--- config.mk ---
export PLATFORM = sky130hd
export DESIGN_NAME = mem_access_unit
export DESIGN_NICKNAME = d
export VERILOG_FILES = /design/src/rtl/mem_access_unit.sv
export SDC_FILE = /design/constraint.sdc
export NUM_CORES = 1
export LEC_CHECK = 0
export BUFFER_PORTS_ARGS = -buffer_cell sky130_fd_sc_hd__buf_2
export CORE_MARGIN = 3
export CORE_UTILIZATION = 27
export CTS_CLUSTER_DIAMETER = 30
export DETAILED_ROUTE_END_ITERATION = 10
export GPL_TIMING_DRIVEN = 0
export PLACE_DENSITY_LB_ADDON = 0.05
export SLEW_MARGIN = 40
export SYNTH_ARGS = -nofsm -noshare
export SYNTH_HDL_FRONTEND = slang
export SYNTH_SLANG_ARGS = --single-unit
--- constraint.sdc ---
create_clock -name CLK -period 2.7 [get_ports CLK]
set_clock_uncertainty 0.2 [all_clocks]
set_input_delay 0.675 -clock CLK [delete_from_list [all_inputs] [get_ports CLK]]
set_output_delay 0.675 -clock CLK [all_outputs]
set_load 0.05 [all_outputs]
--- src/rtl/mem_access_unit.sv ---
// mem_access_unit
//   Load/store sequencer between the CPU datapath and a word-wide DataMemory.
//   It turns byte/halfword/word requests into word-aligned memory cycles.
//   Sub-word stores are done as read-modify-write. Loads come back as a
//   one-cycle response pulse, sign- or zero-extended.
//
//   Optional feature macro: LSU_MISALIGN_TRAP_EN
//     defined   : misaligned halfword/word requests are trapped. They go
//                 straight to RESP with rsp_err=1 and issue no memory cycle.
//     undefined : the offending low address bits are ignored, and rsp_err
//                 always reads 0.
//
//   Ports
//     CLK, Reset              clock and synchronous active-high reset
//     req_valid/we/size/unsigned/addr/wdata
//                             request, sampled only in IDLE
//     busy                    high whenever the FSM is not in IDLE
//     rsp_valid/rdata/err     one-cycle completion pulse with its data and flag
//     DAddr, DataIn, RD, WR   memory side; RD and WR are active low
//     DataOut                 memory read data, combinational while RD=0
module mem_access_unit #(
  parameter int ADDR_W = 32
) (
  input  logic              CLK,
  input  logic              Reset,
  input  logic              req_valid,
  input  logic              req_we,
  input  logic [1:0]        req_size,
  input  logic              req_unsigned,
  input  logic [ADDR_W-1:0] req_addr,
  input  logic [31:0]       req_wdata,
  output logic              busy,
  output logic              rsp_valid,
  output logic [31:0]       rsp_rdata,
  output logic              rsp_err,
  output logic [ADDR_W-1:0] DAddr,
  output logic [31:0]       DataIn,
  output logic              RD,
  output logic              WR,
  input  logic [31:0]       DataOut
);

  typedef enum logic [1:0] {IDLE, READ, WRITE, RESP} state_t;

  localparam logic [1:0] SZ_BYTE = 2'b00;
  localparam logic [1:0] SZ_HALF = 2'b01;
  localparam logic [1:0] SZ_WORD = 2'b10;

  state_t      state_reg;
  logic        we_reg;
  logic [1:0]  size_reg;      // normalised: size 11 is stored as word
  logic        unsigned_reg;
  logic [1:0]  off_reg;       // low address bits of the accepted request
  logic [31:0] wdata_reg;

  logic [1:0]  size_norm;
  logic        misalign;
  logic [1:0]  lane_off;
  logic [4:0]  lane_shift;
  logic [31:0] shifted;
  logic [31:0] load_data;
  logic [31:0] lane_mask;
  logic [31:0] merged;

  assign size_norm = (req_size == 2'b11) ? SZ_WORD : req_size;

`ifdef LSU_MISALIGN_TRAP_EN
  assign misalign = ((size_norm == SZ_HALF) && req_addr[0]) ||
                    ((size_norm == SZ_WORD) && (req_addr[1:0] != 2'b00));
`else
  assign misalign = 1'b0;
`endif

  // Lane selection and extraction use only the latched request fields.
  // Without trapping, a halfword keeps addr[1] and a word is forced to offset 0.
  always_comb begin
    lane_off  = 2'b00;
    load_data = DataOut;
    lane_mask = 32'hFFFF_FFFF;
    case (size_reg)
      SZ_BYTE: lane_off = off_reg;
      SZ_HALF: lane_off = {off_reg[1], 1'b0};
      default: lane_off = 2'b00;
    endcase
    lane_shift = {lane_off, 3'b000};
    shifted    = DataOut >> lane_shift;
    case (size_reg)
      SZ_BYTE: begin
        load_data = unsigned_reg ? {24'h0, shifted[7:0]}
                                 : {{24{shifted[7]}}, shifted[7:0]};
        lane_mask = 32'h0000_00FF << lane_shift;
      end
      SZ_HALF: begin
        load_data = unsigned_reg ? {16'h0, shifted[15:0]}
                                 : {{16{shifted[15]}}, shifted[15:0]};
        lane_mask = 32'h0000_FFFF << lane_shift;
      end
      default: begin
        load_data = DataOut;
        lane_mask = 32'hFFFF_FFFF;
      end
    endcase
    // Read-modify-write: keep the unselected lanes of the word just read.
    merged = (DataOut & ~lane_mask) | ((wdata_reg << lane_shift) & lane_mask);
  end

  // All outputs are registered. Each output is loaded with the value that
  // belongs to the state being entered, so it is valid for that whole cycle.
  always_ff @(posedge CLK) begin
    if (Reset) begin
      state_reg    <= IDLE;
      we_reg       <= 1'b0;
      size_reg     <= SZ_BYTE;
      unsigned_reg <= 1'b0;
      off_reg      <= 2'b00;
      wdata_reg    <= 32'h0;
      busy         <= 1'b0;
      rsp_valid    <= 1'b0;
      rsp_rdata    <= 32'h0;
      rsp_err      <= 1'b0;
      DAddr        <= '0;
      DataIn       <= 32'h0;
      RD           <= 1'b1;
      WR           <= 1'b1;
    end else begin
      case (state_reg)
        IDLE: begin
          if (req_valid) begin
            we_reg       <= req_we;
            size_reg     <= size_norm;
            unsigned_reg <= req_unsigned;
            off_reg      <= req_addr[1:0];
            wdata_reg    <= req_wdata;
            busy         <= 1'b1;
            if (misalign) begin
              state_reg <= RESP;
              rsp_valid <= 1'b1;
              rsp_err   <= 1'b1;
              rsp_rdata <= 32'h0;
            end else if (req_we && (size_norm == SZ_WORD)) begin
              // A full-word store needs no read, so it goes straight to WRITE.
              state_reg <= WRITE;
              DAddr     <= {req_addr[ADDR_W-1:2], 2'b00};
              DataIn    <= req_wdata;
              WR        <= 1'b0;
            end else begin
              state_reg <= READ;
              DAddr     <= {req_addr[ADDR_W-1:2], 2'b00};
              RD        <= 1'b0;
            end
          end
        end
        READ: begin
          RD <= 1'b1;
          if (we_reg) begin
            state_reg <= WRITE;
            DataIn    <= merged;
            WR        <= 1'b0;
          end else begin
            state_reg <= RESP;
            DAddr     <= '0;
            rsp_valid <= 1'b1;
            rsp_rdata <= load_data;
          end
        end
        WRITE: begin
          state_reg <= RESP;
          WR        <= 1'b1;
          DAddr     <= '0;
          DataIn    <= 32'h0;
          rsp_valid <= 1'b1;
          rsp_rdata <= 32'h0;
        end
        default: begin  // RESP
          state_reg <= IDLE;
          busy      <= 1'b0;
          rsp_valid <= 1'b0;
          rsp_rdata <= 32'h0;
          rsp_err   <= 1'b0;
        end
      endcase
    end
  end

endmodule

==> out/results.ini <==
[layout]
multiInputGateArea_mm2=0.00342
regArea_mm2=0.00276
drive_gt1_share_pct=26.6
n_fill_cell=2665
syn_to_final_growth_pct=31.3
diodes=0
nets=1175

[drt]
ant_nets=0
detail_route.vias_per_cell=4.97
wl_per_cell_um=19.5
drt-total-wl_um=27300
drcViolationCount=0
dr.pass1.iters=5
num_vias=6948
drt-initial-drc-count=478

[clocking]
cts_max_path_buffers=2
cts_tree=done
numCtsBuffers=17
cts.sinks=138
h-tree-depth=4
clk_pin_slew_worst_paths_ps=70
insertion_delay_ps=420
root_buffer=clkbuf_16
holdBufCountCts=0

[global_routing]
grt_pass1_vias=6674
grt_pass1_wl_um=40800
grt_remaining_overflow=0
grt_antenna_before_repair=0
grt_max_degree=17
grtUsageTotal_pct=20.4

[setup_path]
worst-r2r-cell-count=7
crit_path_cell_trace=clkbuf_1 -> nor3b_1 -> buf_2 -> mux2i_1 -> o221ai_1 -> a22oi_1 -> nor2_1
critPathLaunchType=flip-flop
crit_path_top_delay_cell=nor3b_1
path_max_fanout=10
max_stage_delay_ps=550
crit_type=reg2reg
end_kind=flip-flop
cp.arrival_ps=2720
required_ps=2800

[synth]
ys_top_cells_by_area=dfxtp_1 (42%), nand2_1 (9.7%), a21oi_1 (7.0%)
ys.flop_type=dfxtp_1
synth_most_common_cell=nand2_1
yosys_warnings=0
syn_inst=848
synth_top_area_share_pct=42.1
async_flop_share_pct=0
synth_cell_types=52
yosys-top-cells-count=nand2_1 (170), dfxtp_1 (138), a21oi_1 (92), clkbuf_1 (66), nor2_1 (59)
synth-seq-area-share_pct=42.1
syn_avg_cell_area_um2=7.74
synth_edf_count=0
synthesis.area_mm2=0.00657
synth_area_leader_cell=dfxtp_1
ys_ff_latch=138

[sta]
whs_ps=249
period_needed_ps=2620
fin_crit_sh_pct=97.2
worstMarginPinSlew_ps=730
slew_violations=0
tns_ps=0
fmax_mhz=381
setup_viol=0
slew_headroom_pct=51.3
hold_viol_final=0
rsz0062_at_grt=no

[power_and_ir_drop]
power_density_mw_per_mm2=1240
leakage_nw=3.56
max-vdd-ir-drop_v=0.000511

[floorplan]
core_mm2=0.0237
die-width_um=162
die_y_um=162
pin_count=204
dieArea_mm2=0.0262
initial_core_util_pct=27.7
rows=56

[placed_design]
place.gp.congestion=0.906
hpwl_um=21100
numPortBuffers=200

[worst_hold_path]
hp-class=reg2reg
whs_path_depth=2

[status]
status=finished, final reports clean

[run]
max-cap-violations=0

## worst max-delay path, delay by kind of cell, from the launching register on
family	cells	cell delay (ps)
compound gates	2	420
buf+inv	2	600
flops	1	330
mux	1	350
simple gates	2	600
## cell type report
class                           count  share of cell area (%)
Buffer                             78                    4.01
Clock buffer                       17                    4.94
Clock inverter                     14                    2.26
Inverter                           18                   0.784
Multi-Input combinational cell    615                    39.7
Sequential cell                   138                    32.1
Tap cell                          319                    4.63
Timing Repair Buffer              200                    11.6
## placed cells by master (no fill, tap or decap), types with 9 or more instances in the layout
master	synthesis	final
mux2i_1	16	16
a22oi_1	21	21
nor2_1	59	58
buf_2	4	206
nand3_1	45	45
o21ai_0	53	53
clkbuf_2	0	9
o21a_1	9	9
a21oi_1	92	92
inv_1	17	17
nor3_1	17	17
a311oi_1	20	20
dfxtp_1	138	138
o21ai_2	10	10
clkbuf_16	0	17
clkbuf_1	66	54
nand2_1	170	170
## path summary, 6_finish.rpt
kind | slack (ps) | startpoint | end
worst min register to register | 250 | DAddr[18] | DAddr[18]
worst min-delay path | 250 | DAddr[18] | DAddr[18]
worst max-delay path | 80 | size_reg[1] | rsp_rdata[6]
worst max register to register | 80 | size_reg[1] | rsp_rdata[6]
## logic make-up (layout without fill, tap and decap cells)
logic type | after synthesis | after routing | share of synthesized area, %
AOI/OAI and AO/OA | 270 | 270 | 26.8
DFF | 138 | 138 | 42.1
muxes | 24 | 24 | 3.81
other | 1 | 3 | 0.0571
buffers and inverters | 97 | 327 | 6.08
and+or+nand+nor | 314 | 314 | 20.4
adders and majority gates | 4 | 4 | 0.762
## per-stage QoR
stage | instances | utilization (%) | total power [mW] | cell area, µm² | worst slack [ps]
after floorplan | 850 | - | 6.58 | 6570 | 449
after global placement | 1369 | 33.7 | 8.21 | 7970 | -206
after detailed placement | 1369 | 33.7 | 8.18 | 7970 | -200
after CTS | 1400 | 36.3 | 10.7 | 8600 | 24.2
final | 1399 | 36.4 | 10.7 | 8620 | 75.1
after global routing | 1399 | 36.4 | 11.4 | 8620 | 6.02
## routing by layer
metal / vias up / GRT usage (%) / share of wire (%)
met2: 205 / 32.1 / 45
li1: 3436 / - / -
met1: 3289 / 28.9 / 48
met3: 18 / 4.13 / 5.4
met4: 0 / 4.46 / 1.2
met5: - / 0 / 0
## power breakdown
group	switching (mW)	total, mW	leakage [nW]	internal (mW)
registers	0.312	2.86	1.13	2.55
logic	3.88	5.30	2.12	1.41
clock network	0.977	2.53	0.304	1.55
## repair_timing
item | CTS | global route
buffers inserted | 0 | 0
gates resized for setup | 4 | 23
endpoints found under the setup margin | 30 | 83
(Power assumes the default switching activity.)
